===== src/rtl/seg_pkg.sv =====
`default_nettype none
// +--------------------------------------------------------------------------+
// | seg_pkg : shared scan-FSM encoding, off-levels and hex glyph table       |
// | Revision: 1.0                                                            |
// +--------------------------------------------------------------------------+
package seg_pkg;

  typedef enum logic [1:0] {
    ST_LOAD  = 2'd0,
    ST_BLANK = 2'd1,
    ST_SHOW  = 2'd2
  } seg_state_e;

  // Pins are active-low, so "off" is all ones.
  localparam logic [6:0] SEG_OFF = 7'h7F;
  localparam logic       AN_OFF  = 1'b1;

  // Active-high gfedcba patterns; entry i is the glyph for hex value i.
  localparam logic [15:0][6:0] GLYPH_TABLE = {
    7'h71,  // F
    7'h79,  // E
    7'h5E,  // d
    7'h39,  // C
    7'h7C,  // b
    7'h77,  // A
    7'h6F,  // 9
    7'h7F,  // 8
    7'h07,  // 7
    7'h7D,  // 6
    7'h6D,  // 5
    7'h66,  // 4
    7'h4F,  // 3
    7'h5B,  // 2
    7'h06,  // 1
    7'h3F   // 0
  };

endpackage
`default_nettype wire


===== src/rtl/seg_decode.sv =====
`default_nettype none
// +--------------------------------------------------------------------------+
// | seg_decode : combinational 4-bit hex to active-high 7-segment glyph      |
// | Revision: 1.0                                                            |
// +--------------------------------------------------------------------------+
module seg_decode
  import seg_pkg::*;
(
  input  logic [3:0] i_hex,
  output logic [6:0] o_seg
);

  always_comb begin
    o_seg = GLYPH_TABLE[i_hex];
  end

endmodule
`default_nettype wire


===== src/rtl/seg_scan_ctrl.sv =====
`default_nettype none
// +--------------------------------------------------------------------------+
// | seg_scan_ctrl : frame-snapshotted multiplexed 7-seg scan controller      |
// | Optional macro SEG_LZB_EN enables leading-zero blanking.                 |
// | Revision: 1.0                                                            |
// +--------------------------------------------------------------------------+
module seg_scan_ctrl
  import seg_pkg::*;
#(
  parameter int NUM_DIG   = 4,
  parameter int SCAN_DIV  = 50000,
  parameter int BLANK_CYC = 16
) (
  input  logic                 clk,
  input  logic                 rst,
  input  logic [4*NUM_DIG-1:0] digits_in,
  input  logic                 en,
  output logic [NUM_DIG-1:0]   an,
  output logic [6:0]           leds,
  output logic                 frame_tick
);

  localparam int CNT_MAX = (SCAN_DIV > BLANK_CYC) ? SCAN_DIV : BLANK_CYC;
  localparam int CNT_W   = $clog2(CNT_MAX);
  localparam int IDX_W   = $clog2(NUM_DIG);

  localparam logic [CNT_W-1:0] C_BLANK_LAST = CNT_W'(BLANK_CYC - 1);
  localparam logic [CNT_W-1:0] C_SHOW_LAST  = CNT_W'(SCAN_DIV - 1);
  localparam logic [IDX_W-1:0] C_IDX_LAST   = IDX_W'(NUM_DIG - 1);

  seg_state_e             state_q, state_d;
  logic [CNT_W-1:0]       cnt_q, cnt_d;
  logic [IDX_W-1:0]       idx_q, idx_d;
  logic [4*NUM_DIG-1:0]   snap_q, snap_d;
  logic [NUM_DIG-1:0]     an_q, an_d;
  logic [6:0]             leds_q, leds_d;
  logic                   frame_tick_q, frame_tick_d;

  logic [3:0]             w_digit;
  logic [6:0]             w_glyph;
  logic                   w_lz_blank;

  // Scan sequencing: LOAD -> (BLANK -> SHOW) x NUM_DIG -> LOAD.
  always_comb begin
    state_d = state_q;
    cnt_d   = cnt_q;
    idx_d   = idx_q;
    snap_d  = snap_q;
    case (state_q)
      ST_LOAD: begin
        snap_d  = digits_in;
        cnt_d   = '0;
        state_d = ST_BLANK;
      end
      ST_BLANK: begin
        if (cnt_q == C_BLANK_LAST) begin
          cnt_d   = '0;
          state_d = ST_SHOW;
        end else begin
          cnt_d = cnt_q + CNT_W'(1);
        end
      end
      ST_SHOW: begin
        if (cnt_q == C_SHOW_LAST) begin
          cnt_d = '0;
          if (idx_q == C_IDX_LAST) begin
            idx_d   = '0;
            state_d = ST_LOAD;
          end else begin
            idx_d   = idx_q + IDX_W'(1);
            state_d = ST_BLANK;
          end
        end else begin
          cnt_d = cnt_q + CNT_W'(1);
        end
      end
      default: begin
        cnt_d   = '0;
        idx_d   = '0;
        state_d = ST_LOAD;
      end
    endcase
  end

  always_comb begin
    w_digit = 4'h0;
    for (int i = 0; i < NUM_DIG; i++) begin
      if (idx_q == IDX_W'(i)) begin
        w_digit = snap_q[4*i +: 4];
      end
    end
  end

`ifdef SEG_LZB_EN
  // A digit is dark when it and every more-significant digit are zero.
  always_comb begin
    w_lz_blank = 1'b0;
    for (int i = 1; i < NUM_DIG; i++) begin
      if (idx_q == IDX_W'(i)) begin
        w_lz_blank = ((snap_q >> (4*i)) == '0);
      end
    end
  end
`else
  always_comb begin
    w_lz_blank = 1'b0;
  end
`endif

  seg_decode u_seg_decode (
    .i_hex (w_digit),
    .o_seg (w_glyph)
  );

  // Pin values are computed from the current state and registered.
  always_comb begin
    an_d         = {NUM_DIG{AN_OFF}};
    leds_d       = SEG_OFF;
    frame_tick_d = (state_q == ST_LOAD);
    if ((state_q == ST_SHOW) && en && !w_lz_blank) begin
      an_d   = ~(NUM_DIG'(1) << idx_q);
      leds_d = ~w_glyph;
    end
  end

  always_ff @(posedge clk or posedge rst) begin
    if (rst) begin
      state_q      <= ST_LOAD;
      cnt_q        <= '0;
      idx_q        <= '0;
      snap_q       <= '0;
      an_q         <= {NUM_DIG{AN_OFF}};
      leds_q       <= SEG_OFF;
      frame_tick_q <= 1'b0;
    end else begin
      state_q      <= state_d;
      cnt_q        <= cnt_d;
      idx_q        <= idx_d;
      snap_q       <= snap_d;
      an_q         <= an_d;
      leds_q       <= leds_d;
      frame_tick_q <= frame_tick_d;
    end
  end

  assign an         = an_q;
  assign leds       = leds_q;
  assign frame_tick = frame_tick_q;

endmodule
`default_nettype wire


===== config.mk =====
export PLATFORM = sky130hd
export DESIGN_NAME = seg_scan_ctrl
export DESIGN_NICKNAME = d
export VERILOG_FILES = /design/src/rtl/seg_pkg.sv /design/src/rtl/seg_decode.sv /design/src/rtl/seg_scan_ctrl.sv
export SDC_FILE = /design/constraint.sdc
export NUM_CORES = 1
export LEC_CHECK = 0
export ABC_AREA = 0
export CORE_ASPECT_RATIO = 1.5
export CORE_MARGIN = 2
export CORE_UTILIZATION = 59
export CTS_BUF_LIST = sky130_fd_sc_hd__clkbuf_4 sky130_fd_sc_hd__clkbuf_8 sky130_fd_sc_hd__clkbuf_16
export DETAILED_ROUTE_END_ITERATION = 16
export PLACE_DENSITY_LB_ADDON = 0.1
export SYNTH_ARGS = -nofsm -noshare
export SYNTH_HDL_FRONTEND = slang
export SYNTH_SLANG_ARGS = --single-unit
export TNS_END_PERCENT = 100

===== constraint.sdc =====
create_clock -name clk -period 3.5 [get_ports clk]
set_clock_uncertainty 0.2 [all_clocks]
set_input_delay 0.525 -clock clk [delete_from_list [all_inputs] [get_ports clk]]
set_output_delay 0.525 -clock clk [all_outputs]
set_load 0.03 [all_outputs]

==> reports/metrics.yaml <==
drt_iter0_drc: 19
cp.arrival_ns: 2.66
cp_top_family: "adder cells"
worstSetupStartpointType: "register"
power.density_nw_per_um2: 361
finalCriticalPeriod_ns: 2.64
wl_met1_microns: 1820
switching_share_pct: 23.2
htreeDepth: 2
clkSinkCount: 48
die_height_microns: 82.2
die_x_microns: 56.1
cp-end-kind: "register"
dr_wl_met3_microns: 106
grt_start_max_net_pins: 49
vias: 1647
setup_violations: 0
avgSynthCellArea_sq_um: 10.9
ys_seq_area_share_pct: 50.6
design.die.area_sq_um: 4610
max_stage_delay_ns: 0.39
clk_latency_ns: 0.30
worstMarginPinSlew_ns: 0.956
rsz0062_at_grt: "no"
worstHoldStart: "cnt_q[0]"
n_antenna_cell: 0
netlist_area_sq_um: 2400
hold_ws_ns: 0.292
ant_nets: 0
maxUsedRoutingLayer: "met4"
vias_per_cell: 5.55
synth_warnings: 0
dr.pass1.iters: 4
cts_setup_buffers: 0
hold_viol_final: 0
drc_errors: 0
cts-resized-gates: 0
pin_count: 31
post-route-util_pct: 71.9
coreArea_sq_um: 3920
final_nets: 285
critical_path_class: "reg -> reg"
totalPowerFinal_w: 0.00102
ir_drop_mv: 0.332
hold_buffers: 0
hold_class: "reg -> reg"
ctsLongestPathBuffers: 2
cpMaxStageDelayCell: "dfrtp_1"
p_seq_share_pct: 57.3
wl_per_cell_microns: 15.0
ys_types: 43
initial_core_util_pct: 61.2
syn2layout_area_growth_pct: 17.4
final.setup.tns_ns: 0
status: "finished, final reports clean"
synth.area.top_cells: "dfrtp_1 39%, dfstp_2 12%, ha_1 7.8%"
whs_path_depth: 1
cellLeakagePower_nw: 1.24
routed_wl_microns: 4440
cts_made_buffers: 5
route.met2.wl_microns: 2450
num-fill-cells: 301
gp_congestion: 0.769
ys_ff_latch: 48
async_flop_share_pct: 100
crit_fanout: 7
finalCritPeriodShare_pct: 75.4
clkTransAtPathRegs_ns: 0.08
grt_pass1_wl_microns: 7360
slew_violations: 0
synth_edf_count: 0
grtUsageTotal_pct: 20.9
cts_root_buf: "clkbuf_8"
power.switching_w: 0.000236
synth_largest_area_cell: "dfrtp_1"
final_cell_mix: "37 x dfrtp_1, 30 x clkdlybuf4s50_1, 27 x nor2_1, 20 x nand2_1, 16 x mux2_2"
p_int_w: 0.000781
rows: 28
critPathBufInv: 2
worst-path-stages: 10
cts_tree: "yes"
maxSlewHeadroom_pct: 36.2
critPathLaunch: "idx_q[0]"
antenna_found_initial: 0
synthFlopType: "dfrtp_1"
layout_commonest_cell: "dfrtp_1"
crit-reg2reg-launch: "idx_q[0]"
portBuffers: 30
ff2ff_path_depth: 10
max_freq_ghz: 0.379
dp_hpwl_microns: 3300
drive_gt1_share_pct: 16.3
synth.net_count: 255
path_cells: "inv_1, ha_1, or3b_2, o21ai_0, a31oi_1, inv_1, ha_1, mux2i_1, o2bb2ai_1, nand2_1"
power_frac_comb_pct: 10.0
drv_cap: 0
gr-total-overflow: 0
synth_top_area_share_pct: 38.5
postSynthCellCount: 221
grt_pass1_vias: 1648
required_ns: 3.52
p_clk_share_pct: 32.8
==> metrics by stage <==
| step | area [sq um] | worst slack [ns] | instances |
|---|---|---|---|
| after floorplan | 2400 | 1.11 | 221 |
| after CTS | 2820 | 0.871 | 297 |
| after global routing | 2820 | 0.667 | 297 |
| after detailed placement | 2730 | 0.919 | 289 |
| after global placement | 2730 | 0.996 | 289 |
| final | 2820 | 0.862 | 297 |
==> final timing paths <==
path,to,slack (ns)
min in group asynchronous,snap_q[0],0.55
max in group asynchronous,snap_q[15],1.94
worst max register to register,leds[3],0.86
worst min-delay path,cnt_q[0],0.29
worst min register to register,cnt_q[0],0.29
worst max-delay path,leds[3],0.86
==> power by group through the flow <==
stage / sequential (W) / clock (W) / combinational [W]
final: 0.000582 / 0.000333 / 0.000101
after global routing: 0.000584 / 0.000356 / 0.000110
after CTS: 0.000583 / 0.000339 / 0.000102
after detailed placement: 0.000593 / 0 / 0.000102
after global placement: 0.000593 / 0 / 0.000101
after floorplan: 0.000607 / 0 / 0.0000432
==> synth_stat cells (2+ instances only) <==
| master | count |
|---|---|
| o221ai_1 | 3 |
| dfstp_2 | 11 |
| nand3_1 | 7 |
| mux2_2 | 16 |
| a21oi_1 | 2 |
| nor3b_1 | 2 |
| o21ai_0 | 4 |
| nand4_1 | 5 |
| nor3_1 | 2 |
| xor2_1 | 8 |
| nand3b_1 | 4 |
| dfrtp_1 | 37 |
| xnor2_1 | 7 |
| nand2_1 | 20 |
| nor2b_1 | 3 |
| a221o_1 | 3 |
| mux2i_1 | 4 |
| clkbuf_1 | 5 |
| ha_1 | 15 |
| a31oi_1 | 2 |
| o41ai_1 | 2 |
| nor2_1 | 27 |
| inv_1 | 12 |
==> layout make-up <==
type	instances	area (sq um)	share of cell area, %
Timing Repair Buffer	31	308	10.9
Multi-Input combinational cell	153	1110	39.3
Clock inverter	1	5.00	0.177
Tap cell	45	56.3	2.00
Sequential cell	48	1210	43.1
Inverter	12	45.0	1.60
Clock buffer	7	83.8	2.97
==> kinds of logic (layout without fill, tap and decap cells) <==
| group | Yosys count | count (layout) | synth area share [%] |
|---|---|---|---|
| AOI/OAI and AO/OA | 26 | 26 | 8.33 |
| xor gates and xnor gates | 15 | 15 | 5.47 |
| adders and majority gates | 15 | 15 | 7.81 |
| and+or+nand+nor | 77 | 77 | 15.3 |
| DFF | 48 | 48 | 50.6 |
| buffers and inverters | 20 | 51 | 3.33 |
| muxes | 20 | 20 | 9.17 |
==> state kept, by name (all words and copies together) (netlist names) <==
name / count
snap_q: 16
state_q: 2
frame_tick: 1
cnt_q: 16
leds: 7
an: 4
idx_q: 2
==> per-layer routing <==
layer	global-route usage [%]	up-vias
met5	0	-
met4	8.81	0
met3	3.43	7
met2	41.9	24
met1	21.0	798
li1	-	818
Power figures use the tool's default switching activity.
==> patch 1 (same settings) <==
`BLANK_CYC`: 16 -> 32.
--- a/src/rtl/seg_scan_ctrl.sv
+++ b/src/rtl/seg_scan_ctrl.sv
@@ -11,3 +11,3 @@
   parameter int SCAN_DIV  = 50000,
-  parameter int BLANK_CYC = 16
+  parameter int BLANK_CYC = 32
 ) (
Check against the original RTL: no difference found for any inputs over 10 cycles, from zero or initial values and one cycle with rst high; that may be too few to reach the edited logic, so the function may still have changed.
==> patch 1 against the unedited design <==
Synthesized area grew 3.3%. Worst setup slack better by 0.085 ns. Cell area increased by 2.2%. Sequential power is essentially flat. Total power increased by 0.24%. Routed wire length grew 6.3%. Fmax up 3.3%. Sequential cell count is the same. Critical path type unchanged. Largest power group unchanged. Highest routed layer unchanged.
==> patch 1: results (changes against the unedited design) <==
.. list-table::
   :header-rows: 1

   * - Metric
     - Value
   * - Adder and majority gate portion of the synthesized area
     - 7.56% (-0.25 points)
   * - Xor and xnor fraction of the mapped netlist area
     - 4.94% (-0.53 points)
   * - Unique masters post-synth
     - 52 (+21%)
   * - Placed wire-length estimate after detailed placement
     - 3.43 mm (+4.0%)
   * - Max VDD drop
     - 0.317 mV (-4.6%)
   * - Average wire length per cell after detail routing
     - 16.0 um (+7.1%)
   * - Leak
     - 1.28 nW (+3.8%)
   * - Htree depth
     - 2 (unchanged)
   * - CP arrival
     - 2.56 ns (-0.10 ns)
   * - Synth top area cells
     - sky130_fd_sc_hd__dfrtp_1 37%, sky130_fd_sc_hd__dfstp_2 12%, sky130_fd_sc_hd__mux2_2 7.7%, sky130_fd_sc_hd__ha_1 7.6%, sky130_fd_sc_hd__nor2_1 3.0%
   * - Routability congestion estimate
     - 0.798 (+3.8%)
   * - Synthesis warning total
     - 0 (unchanged)
   * - Cell types with the highest counts after synthesis
     - 37 x sky130_fd_sc_hd__dfrtp_1, 20 x sky130_fd_sc_hd__nor2_1, 18 x sky130_fd_sc_hd__nand2_1
   * - Post-synthesis mux area share
     - 8.92% (-0.25 points)
   * - Number of global-route vias before repair
     - 1,799 (+9.2%)
   * - Antenna violations before repair
     - 0 (unchanged)
   * - Fraction of layout instances using a drive strength above 1
     - 19.6% (+3.3 points)
   * - Synth Net Count
     - 253 (-0.78%)
   * - Internal reg-to-reg setup slack
     - 0.95 ns (+0.08 ns)
   * - First-pass GRT wire length
     - 8.29 mm (+13%)
   * - # placed instances
     - 287 (-0.69%)
   * - Count of cells along the worst register-to-register path
     - 9 (-1)
   * - Total global-route track usage
     - 22.4% (+1.5 points)
   * - Outcome
     - completed
   * - Post-layout instance count excluding filler cells
     - 295 (-0.67%)
   * - Worst hold slack across all endpoints
     - 0.263 ns (-0.0287 ns)
   * - Violation count after the first detailed-route iteration
     - 40 (+21)
   * - Nets
     - 283 (-0.70%)
   * - Total number of vias
     - 1,690 (+2.6%)
   * - Cell area after placement
     - 2790 um2 (+2.2%)
   * - Class of the tightest hold or removal check
     - reg -> reg
   * - Power share of the combinational group
     - 10.4% (+0.4 points)
   * - Transition time at the pin with the least slew margin
     - 0.977 ns (+0.0212 ns)
   * - Highest achievable clock rate
     - 392 MHz (+3.3%)
   * - Cell-internal power
     - 0.784 mW (+0.39%)
   * - Switching power summed over all nets
     - 0.235 mW (-0.28%)
   * - Pre-CTS WS
     - 0.979 ns (+0.0597 ns)
   * - Slew Limit Fails
     - 0 (unchanged)
   * - Number of standard cells after synthesis
     - 219 (-0.90%)
   * - Pre-antenna DRT Iters
     - 4 (unchanged)
   * - Seq power
     - 0.584 mW (about the same)
   * - Complex-gate fraction of the synthesized area
     - 8.67% (+0.34 points)
[patch 1: cell families after synthesis]
group           after synthesis
fa+ha+maj                    15
simple gates                 77
compound gates               27
buf+inv                      18
xor+xnor                     14
mux                          20
flops                        48
[patch 1: layout make-up]
class                           instances  area [um2]
Multi-Input combinational cell        153        1180
Fill cell                             293        1110
Inverter                               10        37.5
Clock inverter                          1        5.00
Sequential cell                        48        1210
Tap cell                               45        56.3
Timing Repair Buffer                   31         308
Clock buffer                            7        83.8
[patch 1: routing by layer]
metal  vias to the layer above  track usage [%]  wire, um
li1                        811                -         -
met1                       833             24.9      1870
met2                        34             39.8      2580
met3                        12             4.21       152
met4                         0             10.6       122
met5                         -                0         0
[patch 1: critical path: cells and delay by family (launching register included)]
family,cells,cell delay (ns)
AOI/OAI and AO/OA,4,0.81
adders and majority gates,2,0.62
DFF,1,0.40
buffers and inverters,2,0.26
and+or+nand+nor,1,0.18
==> patch 2 (same flow settings) <==
Made on the original files. Add an input register stage for `digits_in` and `en`, without a reset; this delays them by one clock.
--- a/src/rtl/seg_scan_ctrl.sv
+++ b/src/rtl/seg_scan_ctrl.sv
@@ -30,2 +30,10 @@
 
+  logic [4*NUM_DIG-1:0] digits_q;
+  logic en_q;
+
+  always_ff @(posedge clk) begin
+    digits_q <= digits_in;
+    en_q     <= en;
+  end
+
   seg_state_e             state_q, state_d;
@@ -50,3 +58,3 @@
       ST_LOAD: begin
-        snap_d  = digits_in;
+        snap_d  = digits_q;
         cnt_d   = '0;
@@ -119,3 +127,3 @@
     frame_tick_d = (state_q == ST_LOAD);
-    if ((state_q == ST_SHOW) && en && !w_lz_blank) begin
+    if ((state_q == ST_SHOW) && en_q && !w_lz_blank) begin
       an_d   = ~(NUM_DIG'(1) << idx_q);
Check against the original RTL: same outputs for any inputs over 10 cycles, from zero or initial values and one cycle with rst high; that may be too few to reach the edited logic, so the function may still have changed.
==> patch 2 against the unedited design <==
Worst setup slack got worse by 0.053 ns. Sequential power increased by 36%. Sequential cell count is 17 higher. Cell area rose by 18%. Clock power is 120% higher. Synthesized area rose by 15%. Via count rose by 10%. Routed wire length is 8.3% higher. Total power grew 59%. Critical path type unchanged. Largest cell class unchanged. Largest power group unchanged. Highest routed layer unchanged.
==> patch 2: results (changes against the unedited design) <==
.. list-table::
   :header-rows: 1

   * - Metric
     - Value
   * - Outcome
     - completed
   * - Fraction of layout instances using a drive strength above 1
     - 16.8% (+0.52 points)
   * - Relative slew slack
     - 36.6% (+0.44 points)
   * - Cell types with the highest counts after synthesis
     - 37 x sky130_fd_sc_hd__dfrtp_1, 25 x sky130_fd_sc_hd__nand2_1, 24 x sky130_fd_sc_hd__nor2_1
   * - Synth Net Count
     - 275 (+7.8%)
   * - Fillers
     - 317 (+5.3%)
   * - Pre-CTS WS
     - 0.833 ns (-0.0855 ns)
   * - First-pass GRT wire length
     - 8.26 mm (+12%)
   * - Max VDD drop
     - 0.307 mV (-7.5%)
   * - Total clock buffers created by CTS
     - 9 (+4)
   * - Htree depth
     - 3 (+1)
   * - CP arrival
     - 2.74 ns (+0.08 ns)
   * - Maximum fanout encountered on the critical timing path
     - 9 (+2)
   * - Total wire length after detailed routing
     - 4.81 mm (+8.3%)
   * - Synth top area cells
     - sky130_fd_sc_hd__dfrtp_1 34%, sky130_fd_sc_hd__dfxtp_1 12%, sky130_fd_sc_hd__dfstp_2 10%, sky130_fd_sc_hd__ha_1 6.8%, sky130_fd_sc_hd__mux2_2 6.5%
   * - Fraction of registers with async set or reset after synthesis
     - 73.8% (-26 points)
   * - Worst stage delay on the critical path
     - 0.45 ns (+0.06 ns)
   * - Kind of cell adding the most delay to the critical path
     - compound AO/OA/AOI/OAI gates
   * - Number of global-route vias before repair
     - 1,876 (+14%)
   * - Clock network latency to the later pin of the worst-skew pair
     - 0.34 ns (+0.04 ns)
   * - Post-synthesis sequential area ratio
     - 56.5% (+5.9 points)
   * - Placed wire-length estimate after detailed placement
     - 3.37 mm (+2.2%)
   * - Average wire length per cell after detail routing
     - 14.7 um (-1.9%)
   * - Crit-path slowest cell
     - sky130_fd_sc_hd__a31oi_1
   * - Final Core Density
     - 73.7% (+1.8 points)
   * - Violation count after the first detailed-route iteration
     - 71 (+52)
   * - Total global-route track usage
     - 21.3% (+0.47 points)
   * - Cell area after placement
     - 3080 um2 (+13%)
   * - Average size of a mapped cell
     - 11.4 um2 (+5.1%)
   * - Nets
     - 309 (+8.4%)
   * - Routability congestion estimate
     - 0.870 (+13%)
   * - Unique masters post-synth
     - 47 (+9.3%)
==> patch 2: routing by layer <==
layer  part of all wire [%]  up-vias  GRT usage (%)
li1                       -      902              -
met1                     40      875           23.5
met2                     55       30           37.4
met3                    3.5        8           5.76
met4                    1.6        0           9.70
met5                      0        -              0
==> patch 2: kinds of logic (layout without fill, tap and decap cells) <==
| kind of cell | Yosys count | after routing | share of synthesized area [%] |
|---|---|---|---|
| xor gates and xnor gates | 14 | 14 | 4.45 |
| AOI/OAI and AO/OA | 31 | 31 | 8.22 |
| muxes | 22 | 22 | 8.72 |
| and+or+nand+nor | 77 | 77 | 12.8 |
| DFF | 65 | 65 | 56.5 |
| adders and majority gates | 15 | 15 | 6.82 |
| buffers and inverters | 17 | 56 | 2.50 |
==> patch 2: layout make-up <==
cell class | instances | share of cell area, %
Clock inverter | 4 | 2.30
Timing Repair Buffer | 30 | 9.05
Multi-Input combinational cell | 159 | 34.0
Inverter | 10 | 1.13
Tap cell | 48 | 1.81
Sequential cell | 65 | 46.9
Clock buffer | 12 | 4.79
==> patch 2: report_power, final <==
part | internal, mW | leakage, nW | switching [mW]
Sequential | 0.780 | 0.729 | 0.0100
Combinational | 0.0495 | 0.630 | 0.0520
Clock | 0.449 | 0.116 | 0.274
Total | 1.28 | 1.48 | 0.336
==> patch 2: worst paths after layout <==
kind | cells past startpoint | slack (ns) | end | startpoint
worst min-delay path | 2 | 0.26 | snap_q[9] | digits_q[9]
max in group asynchronous | 2 | 1.98 | snap_q[15] | rst
worst max-delay path | 9 | 0.81 | leds[3] | idx_q[1]
worst max register to register | 9 | 0.81 | leds[3] | idx_q[1]
min in group asynchronous | 2 | 0.52 | cnt_q[2] | rst
worst min register to register | 2 | 0.26 | snap_q[9] | digits_q[9]
